`src/rtl/fetch_pkg.sv`:
```
// Shared types and constants for the instruction fetch front end.
//   FETCH_RESET_VECTOR : default PC of the first fetch after reset
//   fetch_entry_t      : one buffered instruction word with the PC it was fetched from
//   word_align()       : clears the byte-offset bits of an address
package fetch_pkg;

    localparam logic [31:0] FETCH_RESET_VECTOR = 32'h0040_0000;

    typedef struct packed {
        logic [31:0] inst;
        logic [31:0] pc;
    } fetch_entry_t;

    function automatic logic [31:0] word_align(input logic [31:0] addr);
        return addr & 32'hFFFF_FFFC;
    endfunction

endpackage

```
`src/rtl/fetch_fifo.sv`:
```
// Small synchronous FIFO used for both the instruction buffer and the pending-PC queue.
//   clk_i, rst_i     : clock, asynchronous active-high reset
//   push_i, wdata_i  : write an entry (ignored when full unless a pop frees a slot)
//   pop_i            : drop the head entry (ignored when empty)
//   flush_i          : discard all entries; overrides push and pop in the same cycle
//   rdata_o          : head entry straight from storage registers
//   count_o          : number of valid entries
//   full_o, empty_o  : occupancy flags
module fetch_fifo #(
    parameter int unsigned Depth = 2,
    parameter type         T     = logic [31:0]
) (
    input  logic                   clk_i,
    input  logic                   rst_i,
    input  logic                   push_i,
    input  logic                   pop_i,
    input  logic                   flush_i,
    input  T                       wdata_i,
    output T                       rdata_o,
    output logic [$clog2(Depth):0] count_o,
    output logic                   full_o,
    output logic                   empty_o
);

    localparam int unsigned AW = $clog2(Depth);

    T              mem_q [Depth];
    logic [AW-1:0] wr_ptr_q, wr_ptr_d;
    logic [AW-1:0] rd_ptr_q, rd_ptr_d;
    logic [AW-1:0] rd_last;
    logic [AW:0]   count_q, count_d;
    logic          do_push, do_pop;

    assign empty_o = (count_q == '0);
    assign full_o  = (count_q == (AW + 1)'(Depth));
    assign count_o = count_q;

    assign do_pop  = pop_i && !empty_o;
    assign do_push = push_i && (!full_o || do_pop);

    // When empty, keep showing the most recently popped slot so the output holds still.
    assign rd_last = rd_ptr_q - AW'(1);
    assign rdata_o = empty_o ? mem_q[rd_last] : mem_q[rd_ptr_q];

    always_comb begin
        wr_ptr_d = wr_ptr_q;
        rd_ptr_d = rd_ptr_q;
        count_d  = count_q;
        if (flush_i) begin
            rd_ptr_d = wr_ptr_q;
            count_d  = '0;
        end else begin
            if (do_push) wr_ptr_d = wr_ptr_q + AW'(1);
            if (do_pop)  rd_ptr_d = rd_ptr_q + AW'(1);
            count_d = count_q + (AW + 1)'(do_push) - (AW + 1)'(do_pop);
        end
    end

    always_ff @(posedge clk_i or posedge rst_i) begin
        if (rst_i) begin
            wr_ptr_q <= '0;
            rd_ptr_q <= '0;
            count_q  <= '0;
            for (int i = 0; i < int'(Depth); i++) mem_q[i] <= '0;
        end else begin
            wr_ptr_q <= wr_ptr_d;
            rd_ptr_q <= rd_ptr_d;
            count_q  <= count_d;
            if (do_push && !flush_i) mem_q[wr_ptr_q] <= wdata_i;
        end
    end

endmodule

```
`src/rtl/instruction_fetch_unit.sv`:
```
// Fetch front end: owns the fetch PC, issues word reads to instruction memory, buffers the
// returned words with their PCs and hands them to the decoder over valid/ready.
//   clock_i, reset_i                 : clock, asynchronous active-high reset
//   imem_req_valid_o/ready_i/addr_o  : read request channel (word-aligned address)
//   imem_rsp_valid_i/data_i          : in-order read responses
//   redirect_valid_i/pc_i            : one-cycle restart of fetch at a new PC
//   out_valid_o/ready_i/inst_o/pc_o  : instruction stream to the decoder
module instruction_fetch_unit
    import fetch_pkg::*;
#(
    parameter logic [31:0] RESET_VECTOR = FETCH_RESET_VECTOR,
    parameter int unsigned FIFO_DEPTH   = 2
) (
    input  logic        clock_i,
    input  logic        reset_i,
    output logic        imem_req_valid_o,
    input  logic        imem_req_ready_i,
    output logic [31:0] imem_req_addr_o,
    input  logic        imem_rsp_valid_i,
    input  logic [31:0] imem_rsp_data_i,
    input  logic        redirect_valid_i,
    input  logic [31:0] redirect_pc_i,
    output logic        out_valid_o,
    input  logic        out_ready_i,
    output logic [31:0] out_inst_o,
    output logic [31:0] out_pc_o
);

    localparam int unsigned CW = $clog2(FIFO_DEPTH) + 1;

    logic [31:0]   fetch_pc_q, fetch_pc_d;
    logic [CW-1:0] outstanding_q, outstanding_d;
    logic [CW-1:0] drop_q, drop_d;
    logic [CW-1:0] buf_count, pend_count;
    logic [CW:0]   credit_sum;
    logic          req_fire, rsp_fire;
    logic          buf_push, buf_pop, buf_full, buf_empty;
    logic          pend_full, pend_empty;
    logic [31:0]   pend_pc;
    fetch_entry_t  buf_wdata, buf_rdata;

    // Every buffered word and every in-flight read (including ones that will be dropped)
    // holds a credit, so a returning word always finds a free buffer slot.
    assign credit_sum       = {1'b0, buf_count} + {1'b0, outstanding_q};
    assign imem_req_valid_o = !reset_i && !redirect_valid_i
                              && (credit_sum < (CW + 1)'(FIFO_DEPTH));
    assign imem_req_addr_o  = fetch_pc_q;

    assign req_fire = imem_req_valid_o && imem_req_ready_i;
    assign rsp_fire = imem_rsp_valid_i;

    assign buf_push = rsp_fire && (drop_q == '0) && !redirect_valid_i;
    assign buf_pop  = out_valid_o && out_ready_i;

    always_comb begin
        buf_wdata.inst = imem_rsp_data_i;
        buf_wdata.pc   = pend_pc;
    end

    always_comb begin
        fetch_pc_d    = fetch_pc_q;
        outstanding_d = outstanding_q + CW'(req_fire) - CW'(rsp_fire);
        drop_d        = drop_q;
        if (redirect_valid_i) begin
            fetch_pc_d = word_align(redirect_pc_i);
            // A response arriving now is dropped too, so it is not counted again.
            drop_d     = outstanding_q - CW'(rsp_fire);
        end else begin
            if (req_fire) fetch_pc_d = fetch_pc_q + 32'd4;
            if (rsp_fire && (drop_q != '0)) drop_d = drop_q - CW'(1);
        end
    end

    always_ff @(posedge clock_i or posedge reset_i) begin
        if (reset_i) begin
            fetch_pc_q    <= RESET_VECTOR;
            outstanding_q <= '0;
            drop_q        <= '0;
        end else begin
            fetch_pc_q    <= fetch_pc_d;
            outstanding_q <= outstanding_d;
            drop_q        <= drop_d;
        end
    end

    // PCs of accepted requests, popped as their responses return. Never flushed: stale
    // responses still arrive and must stay paired with their own PCs.
    fetch_fifo #(
        .Depth (FIFO_DEPTH),
        .T     (logic [31:0])
    ) u_pend_q (
        .clk_i   (clock_i),
        .rst_i   (reset_i),
        .push_i  (req_fire),
        .pop_i   (rsp_fire),
        .flush_i (1'b0),
        .wdata_i (fetch_pc_q),
        .rdata_o (pend_pc),
        .count_o (pend_count),
        .full_o  (pend_full),
        .empty_o (pend_empty)
    );

    fetch_fifo #(
        .Depth (FIFO_DEPTH),
        .T     (fetch_entry_t)
    ) u_inst_buf (
        .clk_i   (clock_i),
        .rst_i   (reset_i),
        .push_i  (buf_push),
        .pop_i   (buf_pop),
        .flush_i (redirect_valid_i),
        .wdata_i (buf_wdata),
        .rdata_o (buf_rdata),
        .count_o (buf_count),
        .full_o  (buf_full),
        .empty_o (buf_empty)
    );

    assign out_valid_o = !buf_empty;
    assign out_inst_o  = buf_rdata.inst;
    assign out_pc_o    = buf_rdata.pc;

    a_buf_no_overflow: assert property (@(posedge clock_i) disable iff (reset_i)
        buf_push |-> !buf_full);
    a_pend_no_overflow: assert property (@(posedge clock_i) disable iff (reset_i)
        req_fire |-> !pend_full);
    a_rsp_was_requested: assert property (@(posedge clock_i) disable iff (reset_i)
        rsp_fire |-> !pend_empty);
    a_pend_tracks_outstanding: assert property (@(posedge clock_i) disable iff (reset_i)
        pend_count == outstanding_q);
    a_drop_bounded: assert property (@(posedge clock_i) disable iff (reset_i)
        drop_q <= outstanding_q);

endmodule

```
`config.mk`:
```
export PLATFORM = sky130hd
export DESIGN_NAME = instruction_fetch_unit
export DESIGN_NICKNAME = d
export VERILOG_FILES = /design/src/rtl/fetch_pkg.sv /design/src/rtl/fetch_fifo.sv /design/src/rtl/instruction_fetch_unit.sv
export SDC_FILE = /design/constraint.sdc
export NUM_CORES = 1
export LEC_CHECK = 0
export CORE_UTILIZATION = 55
export CTS_CLUSTER_DIAMETER = 60
export DETAILED_ROUTE_END_ITERATION = 8
export DONT_BUFFER_PORTS = 1
export PLACE_DENSITY = 0.72
export RECOVER_POWER = 50
export SLEW_MARGIN = 20
export SYNTH_ARGS = -nofsm -noshare
export SYNTH_HDL_FRONTEND = slang
export SYNTH_HIERARCHICAL = 1
export SYNTH_SLANG_ARGS = --single-unit
```
`constraint.sdc`:
```
create_clock -name clock_i -period 13.5 [get_ports clock_i]
set_input_delay 2.7 -clock clock_i [delete_from_list [all_inputs] [get_ports clock_i]]
set_output_delay 2.7 -clock clock_i [all_outputs]
set_load 0.005 [all_outputs]
```
-- Yosys cells after proc, flatten, opt, wreduce, memory -nomap -nowiden
Cells that the tools add are included.
- mux-type cells: 27
- $lt $le $gt $ge: 9
- reduce and logical (&&, ||, !) cells: 30
- bitwise gates (word level): 7
- $add $sub $neg: 16
- equal/unequal tests: 2
- operators by type and width (operator ; count):
    $mux 64 ; 8
    $mux 32 ; 10
    $bwmux 128 ; 1
    $bwmux 64 ; 1
    $demux 64 s1 ; 1
    $add 32x3->32 const B ; 1
    $demux 32 s1 ; 1
    $logic_and 1x1->1 ; 14
    $ge 2x2->1 const B ; 6
    $not 1->2 ; 6
    $reduce_bool 2->1 ; 4
    $sub 2x1->2 ; 4
    $add 2x1->2 ; 3
    $logic_not 1->1 ; 6
    $logic_not 2->1 ; 3
    $mux 2 ; 3
    $add 1x1->1 const B ; 4
    $eq 2x2->1 const B ; 2
    $lt 2x1->1 const B ; 2
    $add 2x2->3 ; 1
    $lt 3x2->1 const B ; 1
    $logic_or 1x1->1 ; 2
    $mux 1 ; 2
    $reduce_and 2->1 ; 1
    other kinds (3) ; 4
- input bits: 70
- output and inout bits: 98
- register bits after elaboration: 236
- logic and storage cells: 106

-- Depth between registers and ports, before layout
- depth in word-level cells: 9
- depth in mapped cells: 13
- mapped depth without buffers: 12

-- Modules after synthesis
The synthesis kept the hierarchy.
- by module, submodules not included (module ; cells an instance ; area each (um^2) ; times used ; sequential area each (um^2)):
    fetch_fifo at u_inst_buf ; 366 ; 6049.6 ; 1 ; 3303.2
    fetch_fifo at u_pend_q ; 197 ; 3149.3 ; 1 ; 1701.6
    instruction_fetch_unit ; 243 ; 2167.1 ; 1 ; 852.1

-- Worst setup path before layout
No wires, ideal clock.
- path type: input to output
- start point: in redirect_valid_i
- end point: out imem_req_valid_o
- path buffers: 0
- stages: 2
- setup slack: 7506 ps
- data required time: 10800 ps
- arrival time: 3294 ps
- cell sequence: or4_4 > inv_4
- word-level cells in the longest chain between the ends: 3
- RTL lines (item ; line ; RTL):
    start, declared ; instruction_fetch_unit.sv:21 ; input logic redirect_valid_i,
    $logic_not 1->1 ; instruction_fetch_unit.sv:45 ; assign imem_req_valid_o = !reset_i && !redirect_valid_i
    $logic_and 1x1->1 ; instruction_fetch_unit.sv:45 ;
    $logic_and 1x1->1 ; instruction_fetch_unit.sv:46 ; && (credit_sum < (CW + 1)'(FIFO_DEPTH));
    end, declared ; instruction_fetch_unit.sv:16 ; output logic imem_req_valid_o,
No other way between the ends.

==> impl_metrics.toml <==
[outcome]
status = "finished with violations"
violations = "max-capacitance violations, max-slew violations"

[die]
core_sq_mm = 0.0202
rows = 52
die-area_sq_mm = 0.0212
io_pins = 168
start_util = 0.561
die_h_microns = 146
die_w_microns = 146

[worst_setup_path]
slowest_stage = "clkbuf_1"
path_max_fanout = 58
cpMostUsedCell = "clkbuf_1"
startpoint_type = "input pin"
cpPeakStageDelay_ns = 2.14
path_cells = "clkinvlp_2 -> clkbuf_1 -> clkbuf_1"
crit_arrival_ns = 7.34
worstPathRequired_ns = 13.48
path_class = "in2async"
cp-end-kind = "async pin"
path_delay_family = "buffers and inverters"
crit_buf_inv = 3

[cts]
clkLatencyLatePin_ns = 0.52
cts_tree = "yes"
clockBufferDepth = 3
cts_buffers = 26
cts_htree_levels = 1
cts_resized = 0
cts_sinks = 234
clk_pin_slew_ns = 0.06
post_cts_buffers = 0
hold_buffers = 0
cts-root-buf = "clkbuf_16"

[sta]
clock.fmax_mhz = 136
fin_tns_setup_ns = 0
setup_slack_ns = 6.13
rsz0062_at_grt = "false"
hold_viol = 0
slew_headroom = -1.44
fin_crit_sh = 0.546
setup_viol = 0
finalCriticalPeriod_ns = 7.37
finalMaxSlewViolations = 225
finClkSkew_ns = 0.0162
worst_pin_slew_ns = 3.66

[final_layout]
layout-drive-gt1-share = 0.420
finalNetCount = 888
fillers = 1507
post-route-cell-area_sq_mm = 0.0123
areaGrowthSynthToFinish_pct = 8.77
final_cells = 1098

[placed_design]
dpl.hpwl_mm = 15.7
dp_cells = 1049
port_buffers = 0
dp_slack_ns = 7.48
post_dp_cell_area_sq_mm = 0.0115
gp_congestion = 0.799

[yosys]
syn_area_per_cell_sq_um = 14.1
syn-cell-area_sq_mm = 0.0114
yosysWarnings = 6
netlist_instances = 804

[drt]
drc = 0
wl_mm = 23.9
num_vias = 6508
first_iter_violations = 364
first_pass_iters = 5
vias_per_cell = 5.93
wl_per_cell_microns = 21.8
antenna_left = 0

[grt]
grt-ovfl-total = 0
grt_max_degree = 81
grt_first_pass_wirelength_mm = 38.9
grtUsageTotal = 0.231
grt_pass1_vias = 7039
antenna_found_initial = 1

[job]
maxCapViolCount = 5

[power]
fin_total_pwr_w = 0.00269
vdd_ir_drop_max_v = 0.000123
pwr_density_cell_mw_per_mm2 = 218
leakage_nw = 5.80

[hold_path]
hp-class = "reg2reg"
area by class of cell:
cell class	instances	area (sq um)	share of cell area
Sequential cell	234	5860	0.474
Multi-Input combinational cell	521	5130	0.415
Clock buffer	36	769	0.0623
Tap cell	270	338	0.0274
Clock inverter	11	149	0.0121
Inverter	18	70.1	0.00567
Timing Repair Buffer	7	37.5	0.00304
Antenna cell	1	2.50	0.000203
through the flow:
step                hold slack [ns]   util
detailed placement            0.487  0.566
floorplan                     0.474      -
finish                        0.498  0.610
CTS                           0.501  0.612
global route                  0.512  0.610
global placement              0.481  0.566
registers in the layout (all words and copies together), names as in the netlist:
| register | count |
|---|---|
| u_inst_buf/mem_q | 128 |
| u_pend_q/mem_q | 64 |
| imem_req_addr_o | 30 |
| drop_q | 2 |
| outstanding_q | 2 |
| u_inst_buf/count_o | 2 |
| u_pend_q/count_o | 2 |
| u_inst_buf/rd_ptr_q | 1 |
| u_inst_buf/wr_ptr_q | 1 |
| u_pend_q/rd_ptr_q | 1 |
| u_pend_q/wr_ptr_q | 1 |
power breakdown:
part	leakage (nW)	internal (W)	switching [W]	total, W
sequential	3.02	0.000961	0.000168	0.00113
combinational	2.33	0.000487	0.000336	0.000823
clock	0.445	0.000456	0.000280	0.000736
total	5.80	0.00190	0.000784	0.00269
worst register-to-register path, cell delays in order, from the launching register on:
cell and delay [ns]:
dfrtp_1 0.42, and2_1 0.19, fa_1 0.42, or4_1 0.58
clkinvlp_2 0.18, nand2_1 0.61, inv_1 0.72, nand3_2 0.94
mux2_2 0.62
final timing paths:
check                      slack (ns)                           endpoint                             from  cells after the start
hold / removal                   0.50     u_pend_q/mem_q[48]$_DFFE_PP0P_   u_pend_q/mem_q[48]$_DFFE_PP0P_                      1
setup reg to reg                 8.68     u_pend_q/mem_q[35]$_DFFE_PP0P_  u_inst_buf/count_o[0]$_DFF_PP0_                      8
hold reg to reg                  0.50     u_pend_q/mem_q[48]$_DFFE_PP0P_   u_pend_q/mem_q[48]$_DFFE_PP0P_                      1
max in group clock_i             7.39                   imem_req_valid_o                 redirect_valid_i                      2
min in group asynchronous        2.77    u_inst_buf/rd_ptr_q$_DFFE_PP0P_                          reset_i                      1
setup / recovery                 6.13  u_inst_buf/mem_q[113]$_DFFE_PP0P_                          reset_i                      3
per-layer routing:
metal | track usage | wire length [microns]
met4 | 0.0674 | 505
met5 | 0 | 0
met2 | 0.381 | 11700
met3 | 0.0586 | 1710
met1 | 0.301 | 9990
layout by cell type, fill, tap and decap left out, types with 8 or more instances in the layout:
master and count:
clkbuf_16 27, nand2_1 45, mux2_2 193, nand4_1 10, inv_1 16, o311ai_0 8, o21ai_0 18, ha_1 9
conb_1 13, and3_1 11, mux2_4 90, dfrtp_1 233, nand3_1 15, o211ai_1 9, nor2_1 17
(Power assumes the default switching activity.)
